### config.mk
export PLATFORM = sky130hd
export DESIGN_NAME = tx_serial_7o1_flat
export DESIGN_NICKNAME = d
export VERILOG_FILES = /design/src/rtl/tx_serial_7o1_if.sv /design/src/rtl/tx_serial_7o1.sv /design/src/flat_wrapper.sv
export SDC_FILE = /design/constraint.sdc
export NUM_CORES = 1
export LEC_CHECK = 0
export ABC_CLOCK_PERIOD_IN_PS = 5800
export BUFFER_PORTS_ARGS = -buffer_cell sky130_fd_sc_hd__buf_4
export CAP_MARGIN = 20
export CORE_ASPECT_RATIO = 1.2
export CORE_UTILIZATION = 30
export CTS_BUF_LIST = sky130_fd_sc_hd__clkbuf_4 sky130_fd_sc_hd__clkbuf_8 sky130_fd_sc_hd__clkbuf_16
export DETAILED_ROUTE_END_ITERATION = 8
export SLEW_MARGIN = 20
export SYNTH_ARGS = -nofsm -noshare
export SYNTH_HDL_FRONTEND = slang
export SYNTH_SLANG_ARGS = --single-unit
### constraint.sdc
create_clock -name clock -period 5.8 [get_ports clock]
set_clock_uncertainty 0.15 [all_clocks]
set_input_delay 0.58 -clock clock [delete_from_list [all_inputs] [get_ports clock]]
set_output_delay 0.58 -clock clock [all_outputs]
set_load 0.01 [all_outputs]
### src/rtl/tx_serial_7o1_if.sv
// Bus between the ASCII transmission control unit and the 7O1 serial transmitter.
//
// Handshake: partida is a start request. The transmitter samples it only while idle
// (repouso), and there is no ready signal. When partida is accepted, dados_ascii
// must be held stable through the following cycle. A request that arrives while
// the transmitter is busy is dropped, not queued. pronto is a one-cycle completion
// pulse that is issued after the stop bit has finished on saida_serial.
interface tx_serial_7o1_if;
    logic       partida;
    logic [6:0] dados_ascii;
    logic       saida_serial;
    logic       pronto;
    logic [3:0] db_estado;

    // Control unit side
    modport master (
        output partida,
        output dados_ascii,
        input  saida_serial,
        input  pronto,
        input  db_estado
    );

    // Transmitter side
    modport slave (
        input  partida,
        input  dados_ascii,
        output saida_serial,
        output pronto,
        output db_estado
    );
endinterface

### src/rtl/tx_serial_7o1.sv
// 7O1 asynchronous serial transmitter: start bit, 7 data bits LSB first, odd parity, 1 stop bit.
// Each bit lasts BAUD_DIV clocks. saida_serial and pronto come straight from flops.
module tx_serial_7o1 #(
    parameter int BAUD_DIV   = 434,
    parameter int BAUD_CNT_W = 9
) (
    input  logic            clock,
    input  logic            reset,
    tx_serial_7o1_if.slave  bus
);

    typedef enum logic [3:0] {
        REPOUSO     = 4'h0,
        PREPARACAO  = 4'h1,
        TRANSMISSAO = 4'h2,
        FINAL       = 4'hF
    } estado_t;

    localparam logic [BAUD_CNT_W-1:0] BAUD_MAX = BAUD_CNT_W'(BAUD_DIV - 1);

    estado_t               estado;
    logic [BAUD_CNT_W-1:0] baud_cnt;
    logic [3:0]            bit_cnt;
    logic [9:0]            shift_reg;
    logic                  saida_q;
    logic                  pronto_q;

    // Frame sequencer. saida_q follows shift_reg[0] one cycle late, so the frame on
    // the wire starts one cycle after transmissao is entered. After the tenth shift
    // the state stays in transmissao for one extra cycle (bit_cnt == 10). This lets
    // the stop bit finish on the wire before final raises pronto.
    always_ff @(posedge clock or posedge reset) begin
        if (reset) begin
            estado    <= REPOUSO;
            baud_cnt  <= '0;
            bit_cnt   <= '0;
            shift_reg <= '0;
            saida_q   <= 1'b1;
            pronto_q  <= 1'b0;
        end else begin
            pronto_q <= 1'b0;
            case (estado)
                REPOUSO: begin
                    saida_q <= 1'b1;
                    if (bus.partida) begin
                        estado <= PREPARACAO;
                    end
                end
                PREPARACAO: begin
                    shift_reg <= {1'b1, ~^bus.dados_ascii, bus.dados_ascii, 1'b0};
                    baud_cnt  <= '0;
                    bit_cnt   <= '0;
                    saida_q   <= 1'b1;
                    estado    <= TRANSMISSAO;
                end
                TRANSMISSAO: begin
                    saida_q <= shift_reg[0];
                    if (bit_cnt == 4'd10) begin
                        estado   <= FINAL;
                        pronto_q <= 1'b1;
                    end else if (baud_cnt == BAUD_MAX) begin
                        shift_reg <= {1'b1, shift_reg[9:1]};
                        bit_cnt   <= bit_cnt + 4'd1;
                        baud_cnt  <= '0;
                    end else begin
                        baud_cnt <= baud_cnt + 1'b1;
                    end
                end
                FINAL: begin
                    saida_q <= 1'b1;
                    estado  <= REPOUSO;
                end
                default: begin
                    saida_q <= 1'b1;
                    estado  <= REPOUSO;
                end
            endcase
        end
    end

    // Debug view of the state register; 4'hE flags an encoding outside the enum.
    always_comb begin
        bus.db_estado = 4'hE;
        case (estado)
            REPOUSO:     bus.db_estado = 4'h0;
            PREPARACAO:  bus.db_estado = 4'h1;
            TRANSMISSAO: bus.db_estado = 4'h2;
            FINAL:       bus.db_estado = 4'hF;
            default:     bus.db_estado = 4'hE;
        endcase
    end

    assign bus.saida_serial = saida_q;
    assign bus.pronto       = pronto_q;

endmodule
### src/flat_wrapper.sv
// flat-port wrapper written by rule: the top's interface ports become plain ports
module tx_serial_7o1_flat 
#(
    parameter int BAUD_DIV   = 434,
    parameter int BAUD_CNT_W = 9
)
  (clock, reset, bus_partida, bus_dados_ascii, bus_saida_serial, bus_pronto, bus_db_estado);
  tx_serial_7o1_if bus_i ();
  input  logic clock;
  input  logic reset;
  input wire logic [$bits(bus_i.partida)-1:0] bus_partida;
  input wire logic [$bits(bus_i.dados_ascii)-1:0] bus_dados_ascii;
  output wire logic [$bits(bus_i.saida_serial)-1:0] bus_saida_serial;
  output wire logic [$bits(bus_i.pronto)-1:0] bus_pronto;
  output wire logic [$bits(bus_i.db_estado)-1:0] bus_db_estado;
  assign bus_i.partida = bus_partida;
  assign bus_i.dados_ascii = bus_dados_ascii;
  assign bus_saida_serial = bus_i.saida_serial;
  assign bus_pronto = bus_i.pronto;
  assign bus_db_estado = bus_i.db_estado;
  tx_serial_7o1 #(.BAUD_DIV(BAUD_DIV), .BAUD_CNT_W(BAUD_CNT_W)) u_core (.clock(clock), .reset(reset), .bus(bus_i));
endmodule
==> flow_summary.ini, run 1 <==
[power]
vdd_ir_drop_max_v = 0.000206
swShare = 0.348
power_density_nw_per_um2 = 395
clkPwrFrac = 0.181
power_uw = 668
pwr-share-comb = 0.362
p_leak_nw = 0.742
switchingPower_uw = 233
seq_power_share = 0.458
p_int_uw = 436

[timing]
whs_ns = 0.209
fmax_mhz = 370
tightest_slew_ns = 0.810
slew_headroom = 0.460
finalHoldViolCount = 0
fin_ws_ns = 3.10
fin_crit_ns = 2.70
rsz0062_at_grt = false
setup_violations = 0
post-route-period-util = 0.466
fin_tns_setup_ns = 0
final-max-slew-violation-count = 0

[finish]
syn2layout_area_growth_pct = 13.3
largest_reg_flops = 10
utilization = 0.361
fill_cells = 458
layout.nets = 163
multi_input_area_um2 = 721
stdcell_area_um2 = 1690
final_cells = 206
seqCellArea_um2 = 702
n_antenna_cell = 0
drive_gt1_frac = 0.250

[clocking]
cts_buffer_depth = 2
cts.sinks = 28
path_clk_slew_ns = 0.09
clk_latency_ns = 0.28
cts_buffers = 3
htree_levels = 1
tritoncts = yes
cts_setup_buffers = 0
cts_root_buf = clkbuf_8
cts_resized = 0
cts_hold_buf = 0

[status]
status = finished, final reports clean

[global_route]
grt_max_degree = 29
grtUsageTotal = 0.110
grt_pass1_wl_um = 4580
antenna_found_initial = 0
grt-ovfl-total = 0
grt_pass1_vias = 1028

[floorplan]
die_y_um = 79.3
core_um2 = 4700
dieArea_um2 = 5270
fp.dieW_um = 66.4
start_util = 0.318
num_rows = 27
io_pins = 16

[place]
dp_cells = 202
io_buffers = 15
placed_area_um2 = 1640
dp_slack_ns = 3.06
hpwl_um = 1870
gp_congestion = 0.780

[detailed_routing]
num_vias = 1015
routed_via_density = 4.93
dr.pass1.iters = 4
drt-total-wl_um = 2570
antenna_left = 0
wire_per_inst_um = 12.5
drtIter0Drc = 43
drc = 0

[worst_hold_path]
worstHoldPathType = in -> async

[critical_path]
cp-end-kind = flip-flop
path_max_fanout = 21
startpoint_type = flip-flop
slowest_stage = nor3b_4
cp.required_ns = 5.82
cp.arrival_ns = 2.72
max_stage_delay_ns = 0.62
critPathKind = reg -> reg
path_cells = nor3b_4, a21oi_2, a21oi_4, mux2_2

[synthesis]
synth_cells = 135
syn-num-nets = 149
yosysWarnings = 0
synth_area_um2 = 1490
syn_area_per_cell_um2 = 11.1
synth-seq-cells = 28
synth_seq_area_share = 0.470
ys_types = 33

[run]
drv_cap = 0
-- synthesized netlist by cell type --
cell type   n  area share
xnor3_1     2       0.030
dfstp_2     1       0.018
a21oi_4     1       0.011
xnor2_1     2       0.012
nand3_1     3       0.010
nor3b_4     2       0.025
buf_6       1      0.0075
a21boi_0    1      0.0050
a21o_1      1      0.0050
nor2_1      6       0.015
or4_1       4       0.020
clkbuf_1    2      0.0050
and3_1      1      0.0042
inv_1       8       0.020
mux2_2     12       0.090
nand4_1     2      0.0084
o21ai_0     8       0.027
or3_1       5       0.021
ha_1        4       0.034
or2_1       1      0.0042
and4_1      1      0.0059
a21oi_2     1      0.0059
mux2i_1     2       0.013
buf_4       3       0.015
dfrtp_1    27        0.45
nor3_1      1      0.0033
o211ai_1    1      0.0050
o31ai_1     4       0.020
mux2_1      5       0.038
a21oi_1     9       0.030
nand3b_1    1      0.0050
and2_1      1      0.0042
nand2_1    12       0.030
-- worst max-delay path, delay by kind of cell (launching register included) --
kind            cells  cell delay (ns)
flops               1             0.50
mux                 1             0.40
simple gates        1             0.62
compound gates      2             0.91
-- layout by cell type (no fill, tap or decap) --
master    synthesis  layout
dfrtp_1          27      27
buf_4             3      15
nand2_1          12      12
mux2_2           12      12
a21oi_1           9       9
o21ai_0           8       8
inv_1             8       7
nor2_1            6       6
mux2_1            5       5
or3_1             5       5
o31ai_1           4       4
or4_1             4       4
ha_1              4       4
clkbuf_8          0       4
nand3_1           3       3
nor3b_4           2       2
nand4_1           2       2
xnor2_1           2       2
xnor3_1           2       2
mux2i_1           2       2
nand3b_1          1       1
a21oi_2           1       1
and3_1            1       1
nor3_1            1       1
a21oi_4           1       1
and2_1            1       1
a21o_1            1       1
a21boi_0          1       1
inv_2             0       1
o211ai_1          1       1
and4_1            1       1
or2_1             1       1
dfstp_2           1       1
-- area by class of cell --
class,instances,area share
clock buffer,4,0.0325
sequential,28,0.415
timing repair buffer,15,0.0665
tap,58,0.0429
multi-input combinational,93,0.426
inverter,8,0.0177
-- kinds of logic after synthesis --
kind of cell	count (synthesis)	synth area share
XOR/XNOR	4	0.0419
multiplexers	19	0.142
adder cells (fa/ha/maj)	4	0.0335
AO/OA/AOI/OAI	26	0.109
flip-flops	28	0.470
AND/OR/NAND/NOR	40	0.157
buffers and inverters	14	0.0477
-- power groups by stage --
stage	clock network [mW]	logic, mW	registers [mW]
floorplan	0	0.213	0.291
finish	0.121	0.242	0.306
detailed placement	0	0.246	0.309
global placement	0	0.238	0.305
global route	0.131	0.276	0.316
CTS	0.125	0.247	0.305
-- layer usage --
| metal | global-route usage | wire [µm] | share of wire | up-vias |
|---|---|---|---|---|
| met1 | 0.141 | 1190 | 0.46 | 492 |
| li1 | - | - | - | 504 |
| met5 | 0 | 0 | 0 | - |
| met2 | 0.183 | 1270 | 0.50 | 14 |
| met3 | 0.0144 | 66 | 0.026 | 5 |
| met4 | 0.0511 | 44 | 0.017 | 0 |
-- path summary, 6_finish.rpt --
path | depth (start not counted) | to | slack (ns) | start
setup / recovery | 4 | u_core.shift_reg[2] | 3.10 | u_core.estado[1]
hold / removal | 2 | u_core.baud_cnt[5] | 0.21 | reset
setup reg to reg | 4 | u_core.shift_reg[2] | 3.10 | u_core.estado[1]
hold reg to reg | 2 | u_core.bus.saida_serial | 0.31 | u_core.shift_reg[0]
max in group asynchronous | 2 | u_core.shift_reg[9] | 4.90 | reset
min in group clock | 2 | u_core.bus.saida_serial | 0.31 | u_core.shift_reg[0]
No activity file was read; power rests on OpenSTA's default activity.
==> inputs of run 2 (changes only) <==
--- a/config.mk
+++ b/config.mk
@@ -5,7 +5,7 @@
 export SDC_FILE = /design/constraint.sdc
 export NUM_CORES = 1
 export LEC_CHECK = 0
-export ABC_CLOCK_PERIOD_IN_PS = 5800
+export ABC_CLOCK_PERIOD_IN_PS = 2210
 export BUFFER_PORTS_ARGS = -buffer_cell sky130_fd_sc_hd__buf_4
 export CAP_MARGIN = 20
 export CORE_ASPECT_RATIO = 1.2
==> constraint.sdc (replaced) <==
create_clock -name clock -period 2.21 [get_ports clock]
set_clock_uncertainty 0.15 [all_clocks]
set_input_delay 0.221 -clock clock [delete_from_list [all_inputs] [get_ports clock]]
set_output_delay 0.221 -clock clock [all_outputs]
set_load 0.01 [all_outputs]
==> flow_summary.ini, run 2 (same netlist as run 1, synthesis figures left out) <==
[clocking]
clk_latency_ns = 0.28
cts_buffers = 3
cts_root_buf = clkbuf_8
cts_setup_buffers = 0
cts_buffer_depth = 2
path_clk_slew_ns = 0.10
cts.sinks = 28
cts_resized = 0
htree_levels = 1
tritoncts = yes

[global_route]
antenna_found_initial = 0
grt-ovfl-total = 0
grt_pass1_wl_um = 4500
grtUsageTotal = 0.110
grt_max_degree = 29
grt_pass1_vias = 1052

[place]
gp_congestion = 0.838
io_buffers = 15
dp_slack_ns = 0.154
hpwl_um = 1950

[floorplan]
fp.dieW_um = 66.4
die_y_um = 79.3
num_rows = 27
io_pins = 16
start_util = 0.318
core_um2 = 4700
dieArea_um2 = 5270

[timing]
post-route-period-util = 0.931
rsz0062_at_grt = false
tightest_slew_ns = 0.560
fin_tns_setup_ns = 0
fin_crit_ns = 2.06
fin_ws_ns = 0.153
final-max-slew-violation-count = 0
finalHoldViolCount = 0
setup_violations = 0
fmax_mhz = 486
slew_headroom = 0.626

[power]
power_density_nw_per_um2 = 1080
swShare = 0.332
p_int_mw = 1.27
p_leak_nw = 0.782
seq_power_share = 0.422
clkPwrFrac = 0.214
vdd_ir_drop_max_v = 0.000430
switchingPower_uw = 632
pwr-share-comb = 0.364

[finish]
syn2layout_area_growth_pct = 18.1
layout.nets = 170
drive_gt1_frac = 0.271
largest_reg_flops = 10
n_antenna_cell = 0
final_cell_mix = dfrtp_1, buf_4, nand2_1, mux2_2, a21oi_1
final_common_cell = dfrtp_1

[detailed_routing]
routed_via_density = 5.00
antenna_left = 0
drt-total-wl_um = 2690
drtIter0Drc = 29
wl_met2_um = 1370
met1_length_um = 1230
drc = 0
met3WireLength_um = 62
dr.pass1.iters = 2
top_layer = met4
num_vias = 1065
wire_per_inst_um = 12.6

[worst_hold_path]
worstHoldPathType = in -> reg

[critical_path]
startpoint_type = flip-flop
cp-end-kind = flip-flop
critPathKind = reg -> reg
cp.arrival_ns = 2.08
regToRegSetupSlack_ns = 0.15
reg2reg_from = u_core.estado[1]
path_max_fanout = 19
r2r-end = u_core.shift_reg[2]
cp.required_ns = 2.23
critPathLaunch = u_core.estado[1]
critPathCapture = u_core.shift_reg[2]
r2r_cells = 4

[status]
status = finished, final reports clean

[run]
drv_cap = 0
==> run 2: metal layers <==
layer	GRT usage	up-vias
met5	0	-
met4	0.0447	0
met3	0.0172	5
met2	0.191	12
met1	0.134	531
li1	-	517
==> run 2: area by class of cell <==
| type | instances | area [µm²] |
|---|---|---|
| fillers | 463 | 2930 |
| multi-input cells | 93 | 721 |
| flip-flops and latches | 28 | 702 |
| repair buffers | 22 | 168 |
| well taps | 58 | 72.6 |
| clock buffers | 3 | 41.3 |
| clock inverters | 1 | 30.0 |
| inverters | 8 | 30.0 |
==> run 2: power groups by stage <==
stage / sequential, mW / combinational, mW / clock, mW
after floorplan: 0.763 / 0.560 / 0
after global placement: 0.800 / 0.671 / 0
after detailed placement: 0.813 / 0.694 / 0
after CTS: 0.804 / 0.701 / 0.418
after global routing: 0.823 / 0.772 / 0.435
final: 0.802 / 0.691 / 0.408
==> run 2: through the flow <==
step / hold slack, ns / cells / total power [mW] / util / area, µm²
finish: 0.149 / 213 / 1.90 / 0.376 / 1760
global route: 0.161 / 213 / 2.03 / 0.376 / 1760
CTS: 0.144 / 213 / 1.92 / 0.376 / 1760
detailed placement: 0.170 / 208 / 1.51 / 0.358 / 1680
global placement: 0.166 / 208 / 1.47 / 0.358 / 1680
floorplan: 0.136 / 135 / 1.32 / - / 1490
==> run 2: how the worst min path moves through the flow <==
stage	start	end	slack [ns]	cells after the start
CTS	bus_dados_ascii[6]	u_core.shift_reg[7]	0.14	3
global placement	reset	u_core.baud_cnt[5]	0.17	3
finish	bus_dados_ascii[6]	u_core.shift_reg[7]	0.15	3
global route	bus_dados_ascii[5]	u_core.shift_reg[6]	0.16	3
floorplan	reset	u_core.baud_cnt[0]	0.14	1
detailed placement	reset	u_core.shift_reg[0]	0.17	3
==> run 2: critical path, cell delays in order (launching register included) <==
cell and delay [ns]:
dfrtp_1 0.51, nor3b_4 0.26, a21oi_2 0.15, a21oi_4 0.47
mux2_2 0.40
==> run 2: repair_timing <==
item	CTS	global route
hold endpoints to repair	27	0
hold buffers	1	0
setup endpoints to repair	0	0
==> inputs of run 3 (changes only) <==
--- a/config.mk
+++ b/config.mk
@@ -5,6 +5,7 @@
 export SDC_FILE = /design/constraint.sdc
 export NUM_CORES = 1
 export LEC_CHECK = 0
+export ABC_AREA = 1
 export ABC_CLOCK_PERIOD_IN_PS = 2210
 export BUFFER_PORTS_ARGS = -buffer_cell sky130_fd_sc_hd__buf_4
 export CAP_MARGIN = 20
@@ -12,7 +13,7 @@
 export CORE_UTILIZATION = 30
 export CTS_BUF_LIST = sky130_fd_sc_hd__clkbuf_4 sky130_fd_sc_hd__clkbuf_8 sky130_fd_sc_hd__clkbuf_16
 export DETAILED_ROUTE_END_ITERATION = 8
-export SLEW_MARGIN = 20
+export SLEW_MARGIN = 15
 export SYNTH_ARGS = -nofsm -noshare
 export SYNTH_HDL_FRONTEND = slang
 export SYNTH_SLANG_ARGS = --single-unit
==> flow_summary.ini, run 3 <==
[finish]
drive_gt1_frac = 0.187
n_antenna_cell = 0
seqCellArea_um2 = 702
fill_cells = 579
final_cell_mix = nand2_1, dfrtp_1, inv_1, buf_4, nand3_1
final_common_cell = nand2_1
largest_reg_flops = 10
final_cells = 297
multi_input_area_um2 = 785
layout.nets = 250
syn2layout_area_growth_pct = 13.5

[global_route]
grtUsageTotal = 0.116
grt_max_degree = 29
grt-ovfl-total = 0
grt_pass1_wl_um = 5690
grt_pass1_vias = 1321
antenna_found_initial = 0

[critical_path]
critPathKind = reg -> out
cp-end-kind = primary output
path_max_fanout = 6
cp.arrival_ns = 1.40
regToRegSetupSlack_ns = 0.50
path_common_cell = buf_4
path_cells = inv_1, nand2_2, nor2_4, buf_4, o21ai_0, buf_4
max_stage_delay_ns = 0.39
slowest_stage = dfrtp_1
cp.required_ns = 1.84
startpoint_type = flip-flop

[detailed_routing]
wire_per_inst_um = 10.0
top_layer = met4
wl_met2_um = 1390
num_vias = 1370
routed_via_density = 4.61
met1_length_um = 1460
met3WireLength_um = 87
dr.pass1.iters = 4
drt-total-wl_um = 2980
drc = 0
antenna_left = 0
drtIter0Drc = 76

[power]
swShare = 0.401
switchingPower_uw = 869
power_mw = 2.17
vdd_ir_drop_max_v = 0.000341
clkPwrFrac = 0.184
p_leak_nw = 0.980
seq_power_share = 0.359
power_density_nw_per_um2 = 1140
pwr-share-comb = 0.457
p_int_mw = 1.30

[floorplan]
start_util = 0.314
io_pins = 16
die_y_um = 83.8
dieArea_um2 = 5880
core_um2 = 5330
fp.dieW_um = 70.2
num_rows = 29

[synthesis]
synth_ff_type = dfrtp_1
synth_edf_count = 0
ys_types = 28
synth-seq-cells = 28
syn-num-nets = 232
synth_area_leaders = dfrtp_1, nand2_1, inv_1
yosysTopAreaCell = dfrtp_1
synth_top_cell_area_share = 0.404
async_flop_share = 1.00
syn_area_per_cell_um2 = 7.67
synth_area_um2 = 1670
synth_seq_area_share = 0.420
synth_cells = 218
synth_common_cells = nand2_1, dfrtp_1, inv_1
yosysWarnings = 0
synth_most_common_cell = nand2_1

[clocking]
path_clk_slew_ns = 0.10
cts_root_buf = clkbuf_8
cts_buffer_depth = 2
tritoncts = yes
cts_buffers = 3
htree_levels = 1
clk_latency_ns = 0.27
cts.sinks = 28

[timing]
whs_ns = 0.0631
fmax_mhz = 563
fin_ws_ns = 0.435
post-route-period-util = 0.803
tightest_slew_ns = 0.359
rsz0062_at_grt = false
finalHoldViolCount = 0
fin_crit_ns = 1.78
final-max-slew-violation-count = 0
slew_headroom = 0.761
fin_tns_setup_ns = 0
setup_violations = 0

[run]
drv_cap = 0

[status]
status = finished, final reports clean

[place]
hpwl_um = 2210
dp_slack_ns = 0.508
io_buffers = 15
dp_cells = 292
gp_congestion = 0.824

[worst_hold_path]
worstHoldPathType = in -> reg
run 3: cell count changes after synthesis, sizes merged, moves of 7 or more:
| cell | previous run | this run |
|---|---|---|
| a21oi | 11 | 4 |
| inv | 8 | 25 |
| mux2 | 17 | 0 |
| nand2 | 12 | 75 |
| nand3 | 3 | 17 |
| nor2 | 6 | 17 |
| o21ai | 8 | 23 |
run 3: layout make-up:
type	instances	area share
clock buffers	3	0.0217
clock inverters	1	0.0158
inverters	25	0.0507
multi-input cells	156	0.413
flip-flops and latches	28	0.370
well taps	62	0.0408
repair buffers	22	0.0883
run 3: power groups by stage:
stage	registers (mW)	clock network, mW	logic (mW)
3_5_place_dp	0.787	0	1.01
5_1_grt	0.801	0.425	1.14
2_1_floorplan	0.766	0	0.865
3_3_place_gp	0.785	0	0.997
4_1_cts	0.778	0.413	1.01
6_report	0.778	0.399	0.991
run 3: what timing repair did:
action                                  4_1_cts  5_1_grt
endpoints found under the hold margin        27        0
hold buffers                                  1        0
endpoints found under the setup margin        0        0
gates resized for setup                       0        0
setup buffers                                 0        0
run 3: stage by stage:
step,cell area [µm²],util
floorplan,1670,-
global placement,1820,0.341
detailed placement,1820,0.341
CTS,1900,0.356
global route,1900,0.356
finish,1900,0.356
run 3: cell families after synthesis:
kind of cell,count (synthesis),share of synthesized area
AO/OA/AOI/OAI,30,0.109
XOR/XNOR,1,0.00524
adder cells (fa/ha/maj),4,0.0299
buffers and inverters,34,0.111
flip-flops,28,0.420
AND/OR/NAND/NOR,121,0.325
run 3: per-layer routing:
| metal | track usage | up-vias |
|---|---|---|
| met4 | 0.0382 | 0 |
| met5 | 0 | - |
| li1 | - | 723 |
| met2 | 0.193 | 22 |
| met1 | 0.156 | 621 |
| met3 | 0.0145 | 4 |
run 3: path summary, 6_finish.rpt:
check,startpoint,endpoint,depth (start not counted)
max,u_core.estado[2],bus_db_estado[2],6
max reg2reg,u_core.bit_cnt[0],u_core.shift_reg[2],9
min reg2reg,u_core.shift_reg[9],u_core.shift_reg[9],2
min,bus_partida,u_core.estado[0],2
min in group asynchronous,reset,u_core.estado[1],4
max in group asynchronous,reset,u_core.bus.saida_serial,4
run 3: critical path, delay by kind of cell, from the launching register on:
family | cells | cell delay (ns)
buf+inv | 3 | 0.40
simple gates | 2 | 0.12
compound gates | 1 | 0.23
flops | 1 | 0.39
